## src/rtl/div_pkg.sv

```systemverilog
// div_pkg: shared op encodings, FSM states and special-case result constants for the divide front-end
package div_pkg;
  localparam logic [1:0] OP_DIV = 2'b00, OP_DIVU = 2'b01, OP_REM = 2'b10, OP_REMU = 2'b11;
  typedef enum logic [1:0] {IDLE, ISSUE, WAIT, RESP} state_t;
  localparam logic [31:0] DIV_ZERO_Q = 32'hFFFF_FFFF;
  localparam logic [31:0] INT_MIN    = 32'h8000_0000;
  localparam logic [31:0] NEG_ONE    = 32'hFFFF_FFFF;
endpackage

```

## src/rtl/div_special_case.sv

```systemverilog
// div_special_case: resolves divide-by-zero and signed overflow without the divider
//   op, a, b       : request opcode (bit1 = remainder, bit0 = unsigned), dividend, divisor
//   is_special     : result is known without running the divider
//   special_result : that result (b==0 wins over overflow)
import div_pkg::*;
module div_special_case (
  input  logic [1:0]  op,
  input  logic [31:0] a,
  input  logic [31:0] b,
  output logic        is_special,
  output logic [31:0] special_result
);
  logic zero, ovf;
  assign zero = b == '0;
  assign ovf = !op[0] && a == INT_MIN && b == NEG_ONE;
  assign is_special = zero || ovf;
  assign special_result = zero ? (op[1] ? a : DIV_ZERO_Q) : (op[1] ? '0 : INT_MIN);
endmodule

```

## src/rtl/div_issue_ctrl.sv

```systemverilog
// div_issue_ctrl: RV32M divide front-end between dispatch and an iterative divider
//   request : i_valid/o_ready, i_op, i_a, i_b, i_tag
//   result  : o_valid/i_ready, o_result, o_tag (held until taken)
//   divider : o_div_valid pulse, o_div_a/o_div_b/o_div_signed, i_div_valid/i_div_quotient/i_div_remainder
//   optional: DIV_RESULT_CACHE_EN keeps the last divider result so a repeat of the
//             same operands (e.g. DIV then REM) skips the divider
import div_pkg::*;
module div_issue_ctrl #(
  parameter int TAG_W = 5,
  parameter int DIV_BLANK = 2
) (
  input  logic             i_clk,
  input  logic             i_rst,
  input  logic             i_valid,
  output logic             o_ready,
  input  logic [1:0]       i_op,
  input  logic [31:0]      i_a,
  input  logic [31:0]      i_b,
  input  logic [TAG_W-1:0] i_tag,
  output logic             o_valid,
  input  logic             i_ready,
  output logic [31:0]      o_result,
  output logic [TAG_W-1:0] o_tag,
  output logic             o_div_valid,
  output logic [31:0]      o_div_a,
  output logic [31:0]      o_div_b,
  output logic             o_div_signed,
  input  logic             i_div_valid,
  input  logic [31:0]      i_div_quotient,
  input  logic [31:0]      i_div_remainder
);
  localparam int CW = $clog2(DIV_BLANK + 2);
  state_t state;
  logic rem_sel;
  logic [CW-1:0] cnt;
  logic is_special;
  logic [31:0] special_result;
  div_special_case u_special (.op(i_op), .a(i_a), .b(i_b), .is_special(is_special), .special_result(special_result));
`ifdef DIV_RESULT_CACHE_EN
  logic [31:0] c_a, c_b, c_q, c_r;
  logic c_s, c_ok, hit;
  assign hit = c_ok && c_a == i_a && c_b == i_b && c_s == !i_op[0];
`endif
  always_ff @(posedge i_clk) begin
    if (i_rst) begin
      state <= IDLE;
      o_ready <= 1'b1;
      o_valid <= 1'b0;
      o_div_valid <= 1'b0;
      o_result <= '0;
      o_tag <= '0;
      o_div_a <= '0;
      o_div_b <= '0;
      o_div_signed <= 1'b0;
      rem_sel <= 1'b0;
      cnt <= '0;
`ifdef DIV_RESULT_CACHE_EN
      c_a <= '0;
      c_b <= '0;
      c_q <= '0;
      c_r <= '0;
      c_s <= 1'b0;
      c_ok <= 1'b0;
`endif
    end else begin
      case (state)
        IDLE: if (i_valid) begin
          o_tag <= i_tag;
          rem_sel <= i_op[1];
          o_ready <= 1'b0;
          if (is_special) begin
            o_result <= special_result;
            o_valid <= 1'b1;
            state <= RESP;
          end
`ifdef DIV_RESULT_CACHE_EN
          else if (hit) begin
            o_result <= i_op[1] ? c_r : c_q;
            o_valid <= 1'b1;
            state <= RESP;
          end
`endif
          else begin
            o_div_a <= i_a;
            o_div_b <= i_b;
            o_div_signed <= !i_op[0];
            o_div_valid <= 1'b1;
            state <= ISSUE;
          end
        end
        ISSUE: begin
          o_div_valid <= 1'b0;
          cnt <= '0;
          state <= WAIT;
        end
        // the divider's valid may still be high from its previous op for a few cycles
        WAIT: if (cnt != CW'(DIV_BLANK)) cnt <= cnt + 1'b1;
        else if (i_div_valid) begin
          o_result <= rem_sel ? i_div_remainder : i_div_quotient;
          o_valid <= 1'b1;
          state <= RESP;
`ifdef DIV_RESULT_CACHE_EN
          c_a <= o_div_a;
          c_b <= o_div_b;
          c_s <= o_div_signed;
          c_q <= i_div_quotient;
          c_r <= i_div_remainder;
          c_ok <= 1'b1;
`endif
        end
        RESP: if (i_ready) begin
          o_valid <= 1'b0;
          o_ready <= 1'b1;
          state <= IDLE;
        end
        default: state <= IDLE;
      endcase
    end
  end
endmodule

```

## config.mk

```make
export PLATFORM = sky130hd
export DESIGN_NAME = div_issue_ctrl
export DESIGN_NICKNAME = d
export VERILOG_FILES = /design/src/rtl/div_pkg.sv /design/src/rtl/div_special_case.sv /design/src/rtl/div_issue_ctrl.sv
export SDC_FILE = /design/constraint.sdc
export NUM_CORES = 1
export LEC_CHECK = 0
export CAP_MARGIN = 20
export CORE_AREA = 4 4 124 114
export DETAILED_ROUTE_END_ITERATION = 16
export DIE_AREA = 0 0 128 118
export PLACE_DENSITY_LB_ADDON = 0.3
export SLEW_MARGIN = 20
export SYNTH_ARGS = -nofsm -noshare
export SYNTH_HDL_FRONTEND = slang
export SYNTH_SLANG_ARGS = --single-unit
```

## constraint.sdc

```tcl
create_clock -name i_clk -period 2.45 [get_ports i_clk]
set_input_delay 0.245 -clock i_clk [delete_from_list [all_inputs] [get_ports i_clk]]
set_output_delay 0.245 -clock i_clk [all_outputs]
set_load 0.02 [all_outputs]
```

==> results of run 1 <==
## worst max-delay path, stage by stage
cell,delay [ns]
clkdlybuf4s50_1,0.43
or4b_4,0.55
or4_4,0.47
nor2_4,0.14
buf_4,0.14
a311oi_1,0.11
nor3_1,0.21
mux2_2,0.35
## timing repair
item,CTS,global route
pin swaps,3,4
setup buffers,1,3
cloned,2,1
setup endpoints to repair,39,53
resized for setup,5,5
## worst min path at each step
| stage | startpoint | endpoint | slack (ns) | cells after the start |
|---|---|---|---|---|
| 2_1_floorplan | i_op[0] | o_div_signed | 0.34 | 1 |
| 3_3_place_gp | o_tag[4] | o_tag[4] | 0.44 | 2 |
| 3_5_place_dp | rem_sel | rem_sel | 0.45 | 2 |
| 4_1_cts | i_rst | o_div_a[17] | 0.39 | 2 |
| 5_1_grt | i_rst | o_div_a[20] | 0.42 | 2 |
| 6_report | i_rst | o_div_a[17] | 0.39 | 2 |
## metrics by stage
step	instance area (µm²)	hold WS, ns
5_1_grt	8631	0.4202
3_5_place_dp	8130	0.4483
4_1_cts	8558	0.3929
2_1_floorplan	5211	0.3374
3_3_place_gp	8130	0.4445
6_report	8631	0.3853
## Yosys cell counts, types with 2 or more instances
master,n,share of area (%)
a211oi_1,31,4.5
a21oi_1,77,7.4
a311oi_1,2,0.34
and2_1,2,0.24
buf_1,3,0.22
buf_2,3,0.29
buf_4,4,0.58
buf_6,7,1.5
clkbuf_1,33,2.4
dfxtp_1,110,42
ha_1,6,1.4
inv_1,8,0.58
mux2_2,32,6.9
mux2i_1,66,13
nand2_1,9,0.65
nand2b_1,2,0.24
nand3_1,8,0.77
nand4_1,9,1.1
nor2_1,108,7.8
nor2b_1,3,0.36
nor3_1,33,3.2
nor4_1,12,1.4
nor4bb_1,2,0.38
o21ai_0,2,0.19
## power by group
group / total (mW) / switching [mW] / leakage, nW / internal, mW
registers: 2.62 / 0.308 / 0.903 / 2.31
logic: 4.81 / 2.49 / 2.17 / 2.31
clock network: 1.78 / 0.679 / 0.168 / 1.10
## final cells by class
type / count / area [µm²] / area share (%)
Clock buffer: 9 / 225.2 / 2.609
Clock inverter: 6 / 135.1 / 1.566
Inverter: 8 / 30.03 / 0.3479
Multi-Input combinational cell: 420 / 2770 / 32.10
Sequential cell: 110 / 2202 / 25.51
Tap cell: 164 / 205.2 / 2.378
Timing Repair Buffer: 304 / 3063 / 35.49
## flip-flops by register name, indices dropped and copies added, names as in the netlist
name	cells
o_div_a	32
o_div_b	32
o_result	32
o_tag	5
cnt	2
state	2
o_div_signed	1
o_div_valid	1
o_ready	1
o_valid	1
rem_sel	1
## metal layers
layer | track usage, % | part of all wire, % | vias up
li1 | - | - | 2628
met1 | 28.72 | 41 | 2639
met2 | 41.82 | 50 | 225
met3 | 7.985 | 8.2 | 28
met4 | 5.902 | 1.6 | 0
met5 | 0 | 0 | -
## cells by family after synthesis
group / synth area share (%)
AND/OR/NAND/NOR: 17.65
buffers and inverters: 5.546
flip-flops: 42.26
adder cells (fa/ha/maj): 1.441
multiplexers: 19.59
AO/OA/AOI/OAI: 13.52
## placed cells by master, fill, tap and decap left out, drive strengths merged
cell type,instances
or3,1
nor4bb,2
mux2,32
nand4b,1
nand2b,2
nor2,109
o21a,1
clkinvlp,2
nor4,12
inv,8
or4,2
clkdlybuf4s50,242
a211o,1
buf,60
nor2b,3
nor3,33
nand3,8
and2,2
or4b,2
a21oi,77
clkbuf,10
nor4b,1
a311oi,2
bufinv,4
mux2i,66
dlygate4sd2,1
ha,6
or2,1
o21ai,3
nand2,9
o21bai,1
a31oi,1
a211oi,32
dfxtp,110
a311o,1
nand4,9
==> results.md, run 1 <==
* Setup violators final at 0
* DRC Markers at 0
* RR Endpoint: o_div_a[13]
* Max-cap viol count at 0
* R2r worst-path depth at 8
* Total gr overflow at 0
* GRT Total Usage at ~24%
* Clock slew at reported path FFs at roughly 0.070 ns
* Asr flop ratio synth at 0%
* Crit path time final at 2.407 ns
* Status: finished clean
* Final hold vios at 0
* Number of cells after detailed placement at approximately 1000
* Clk sinks at 110
* Clock latency on the worst-skew pair at ~0.35 ns
* FF-to-FF setup slack at approximately 0.25 ns
* CTS tree: built
* Post-Syn Nets at ~730
* Vias at ~5.5k
* IO buf count at around 240
* Main synth FF type: dfxtp_1
* Via-per-instance ratio at between 5 and 6
* Largest net degree at the start of global routing at 61
* Power per cell area at about 1100 nW/µm²
* Critical path class: primary input to flip-flop
* Final Max Tran Viols at 0
* GP Congestion at 0.8657
* H-tree Lvls at 3
* First-pass GRT wire length at roughly 29000 µm
* Syn avg cell area at ~9 µm²
* DRT antenna net count at 0
* DRT Pass-1 Iters at 5
* Fin cells at slightly above 1k
* Pre-CTS setup slack at -0.4728 ns
* Final WS setup at about 0.043 ns
* Antenna diode count at 0
* Number of synthesized flops with an enable pin at 0
* Initial antenna violation count at 0
* Fill count at slightly above 1k
* Routed WL per cell at between 15 and 20 µm
* Leakage at between 3 and 4 nW
* Total number of yosys warnings at 0
* Crit share post-route at a little over nine tenths
* CP Capture Point: o_valid
* Initial Util at 41.07%
* Maximum fanout along the worst path at 3
* VDD IR max at slightly above 0.6 mV
* Worst Path Arrival at between 2 and 3 ns
* Clock Path Buffers at 2
* Power Total at just over 9 mW
* FP Rows at 39
* Post-synthesis sequential area ratio at a little over two fifths
* Share of cells above drive strength 1 at between 10% and 20%
* Area growth from synthesis to layout at 65.62%
* Critical path startpoint: i_a[5]
* HPWL Detailed at roughly 14000 µm
* Final #Nets at approximately 1000
* I/O pins at about 250
* Crit start category: primary input
* DR iter-0 viols at between 300 and 400
* Worst path required time at ~2.7 ns
* Cts hold-fix bufs at 0
* Final Skew at around 0.0050 ns
* Worst min-delay path category: primary input to flip-flop
* CP Capture Type: flip-flop
* Slew margin rel. at a little under three fifths
* Num CTS Buffers at 9
* Routed wire length at about 19000 µm
* Worst-margin pin slew at 0.6682 ns
* Cells after synthesis at 588
* Die Wd at roughly 130 µm
* FF+latch count, synth at 110
* Area of the mapped netlist at about 5200 µm²
* Root buffer cell: clkbuf_16
* Core ar. at roughly 13000 µm²
* Die height at between 100 and 150 µm
* Max Clk Rate at 0.4154 GHz
* Distinct cells, synth at 40
* Post-layout util at roughly two thirds
* Worst reg2reg path startpoint: state[0]
* Die area at roughly 15000 µm²
* Vias in the first global route at roughly 5.5k
* Total negative slack at 0 ns
(Power assumes the default switching activity.)
==> inputs of run 2 (changes only) <==
--- a/config.mk
+++ b/config.mk
@@ -7,9 +7,11 @@
 export LEC_CHECK = 0
 export CAP_MARGIN = 20
 export CORE_AREA = 4 4 124 114
+export CTS_CLUSTER_SIZE = 20
 export DETAILED_ROUTE_END_ITERATION = 16
 export DIE_AREA = 0 0 128 118
 export PLACE_DENSITY_LB_ADDON = 0.3
+export RECOVER_POWER = 25
 export SLEW_MARGIN = 20
 export SYNTH_ARGS = -nofsm -noshare
 export SYNTH_HDL_FRONTEND = slang
==> results.md, run 2 (synthesized netlist as in run 1, its figures left out) <==
* Psw at 3.460 mW (-0.52%)
* P_int at 5.638 mW (-1.4%)
* IO buf count at 244 (unchanged)
* Max-cap viol count at 0 (unchanged)
* Worst-margin pin slew at 0.6661 ns (-0.002120 ns)
* Slew margin rel. at 55.59% (+0.14 points)
* DRT antenna net count at 0 (unchanged)
* Routed wire length at 19130 µm (-0.34%)
* Worst path required time at 2.70 ns (about the same)
* Via-per-instance ratio at 5.411 (about the same)
* CTS tree: built
* I/O pins at 245 (unchanged)
* R2r worst-path depth at 8 (unchanged)
* Footprint of the multi-input gates at 2770 µm² (unchanged)
* Part of the power in registers at 28.6% (+0.2 points)
* GRT Total Usage at 24.17% (unchanged)
* Share of cells above drive strength 1 at 14.35% (unchanged)
* Cts hold-fix bufs at 0 (unchanged)
* VDD IR max at 0.6046 mV (-1.6%)
* Die Wd at 128 µm (unchanged)
* CP Capture Type: flip-flop
* Critical path class: primary input to flip-flop
* Initial Util at 41.07% (unchanged)
* Switch share at 38.03% (+0.22 points)
* Metal3 WL at 1599 µm (+2.0%)
* Final Max Tran Viols at 0 (unchanged)
* Post-layout instance area at 8631 µm² (unchanged)
* DRT met1 WL at 7689 µm (-1.1%)
* Combinational Power Share at 51.9% (-0.4 points)
* Crit path time final at 2.408 ns (+0.0003587 ns)
* Initial antenna violation count at 0 (unchanged)
* Worst reg2reg path startpoint: state[0]
* DP Area at 8130 µm² (unchanged)
* Power share of the clock group at 19.5% (+0.2 points)
* Largest regs: o_div_a: 32 flops, o_div_b: 32 flops, o_result: 32 flops
* Worst hold path cell count at 2 (unchanged)
* Pre-CTS setup slack at -0.4728 ns (unchanged)
* Uppermost layer routed: met4
* Power Total at 9.098 mW (-1.1%)
* Crit start category: primary input
* Hold Slack at 0.3837 ns (-0.001621 ns)
* Clk sinks at 110 (unchanged)
* Final Skew at 0.004654 ns (-0.0003907 ns)
* Commonest non-fill, non-tap cells in the layout: 189 x clkdlybuf4s50_1, 110 x dfxtp_1, 108 x nor2_1
* Vias at 5525 (+0.091%)
* Worst hold endpoint: o_div_a[17]
* Routed WL per cell at 18.74 µm (-0.34%)
* Largest net degree at the start of global routing at 61 (unchanged)
* Leakage at 3.385 nW (+4.6%)
* Hold Crit Start: i_rst
* Area growth from synthesis to layout at 65.62% (unchanged)
* Final hold vios at 0 (unchanged)
* Antenna diode count at 0 (unchanged)
* DRC Markers at 0 (unchanged)
* Post-layout util at 68.03% (unchanged)
* Metal2 WL at 9536 µm (about the same)
* Final WS setup at 0.04242 ns (-0.0003587 ns)
* Clock latency on the worst-skew pair at 0.35 ns (about the same)
* Maximum fanout along the worst path at 3 (unchanged)
* Num CTS Buffers at 9 (unchanged)
* Most common cell after layout, fill and taps aside: clkdlybuf4s50_1
* Setup violators final at 0 (unchanged)
* First-pass GRT wire length at 29320 µm (unchanged)
* GP Congestion at 0.8657 (unchanged)
* Register area at 2202 µm² (unchanged)
* Power per cell area at 1054 nW/µm² (-1.1%)
* Final #Nets at 999 (unchanged)
* DRT Pass-1 Iters at 5 (unchanged)
* Status: finished clean
* Max Clk Rate at 0.4154 GHz (about the same)
* RR Endpoint: o_div_b[12]
* Worst Path Arrival at 2.65 ns (about the same)
* Fill count at 1017 (unchanged)
* Worst min-delay path category: primary input to flip-flop
* Vias in the first global route at 5511 (unchanged)
* Root buffer cell: clkbuf_16
* Die height at 118 µm (unchanged)
* Clock slew at reported path FFs at 0.07 ns (about the same)
* Crit share post-route at 98.27% (about the same)
* Total gr overflow at 0 (unchanged)
* HPWL Detailed at 14230 µm (unchanged)
* Clock Path Buffers at 2 (unchanged)
* FP Rows at 39 (unchanged)
* H-tree Lvls at 3 (unchanged)
* Die area at 15100 µm² (unchanged)
* FF-to-FF setup slack at 0.25 ns (about the same)
* DR iter-0 viols at 360 (-5.5%)
* Core ar. at 12690 µm² (unchanged)
-- run 2: cell types whose count changed in the layout (fill, tap and decap cells not counted), sizes merged --
cell	previous run	this run
dlygate4sd3	0	53
clkdlybuf4s50	242	189
-- run 2: worst max-delay path by stage --
stage	depth (start not counted)	endpoint	start	slack [ns]
global route	9	o_result[3]	i_a[5]	-0.001
finish	8	o_valid	i_a[5]	0.04
floorplan	8	o_result[23]	i_a[5]	0.21
detailed placement	8	o_result[9]	i_b[7]	-0.47
CTS	9	o_result[23]	i_a[5]	0.01
global placement	8	o_result[9]	i_b[7]	-0.43
-- run 2: worst max-delay path, cell delays in order --
cell and delay (ns):
clkdlybuf4s50_1 0.43, or4b_4 0.55, or4_4 0.47, nor2_4 0.15, buf_4 0.15, a311oi_1 0.11
nor3_1 0.21, mux2_2 0.35
-- run 2: repair_timing --
item / in CTS / in global routing
setup buffers: 1 / 3
pin swaps: 3 / 4
cloned: 2 / 1
endpoints found under the setup margin: 39 / 53
resized for setup: 5 / 5
-- run 2: power groups by stage --
stage / Combinational [mW] / Clock (mW) / Sequential (mW)
floorplan: 2.06 / 0 / 3.19
global placement: 4.38 / 0 / 2.62
detailed placement: 4.50 / 0 / 2.64
CTS: 4.73 / 1.79 / 2.61
global route: 5.02 / 1.87 / 2.66
finish: 4.72 / 1.77 / 2.60
-- run 2: layer usage --
layer | GRT usage [%] | up-vias
met5 | 0 | -
met4 | 5.902 | 0
met3 | 7.985 | 24
met2 | 41.82 | 234
met1 | 28.72 | 2641
li1 | - | 2626
-- run 2: per-stage QoR --
stage,setup TNS (ns),std cells
3_5_place_dp,-38.48,999
6_report,0,1021
3_3_place_gp,-36.07,999
4_1_cts,0,1017
5_1_grt,-0.001396,1021
2_1_floorplan,0,588
-- run 2: final cells by class --
type | count | area share [%]
sequential | 110 | 25.51
clock buffer | 9 | 2.609
tap | 164 | 2.378
inverter | 8 | 0.3479
multi-input combinational | 420 | 32.10
timing repair buffer | 304 | 35.49
clock inverter | 6 | 1.566
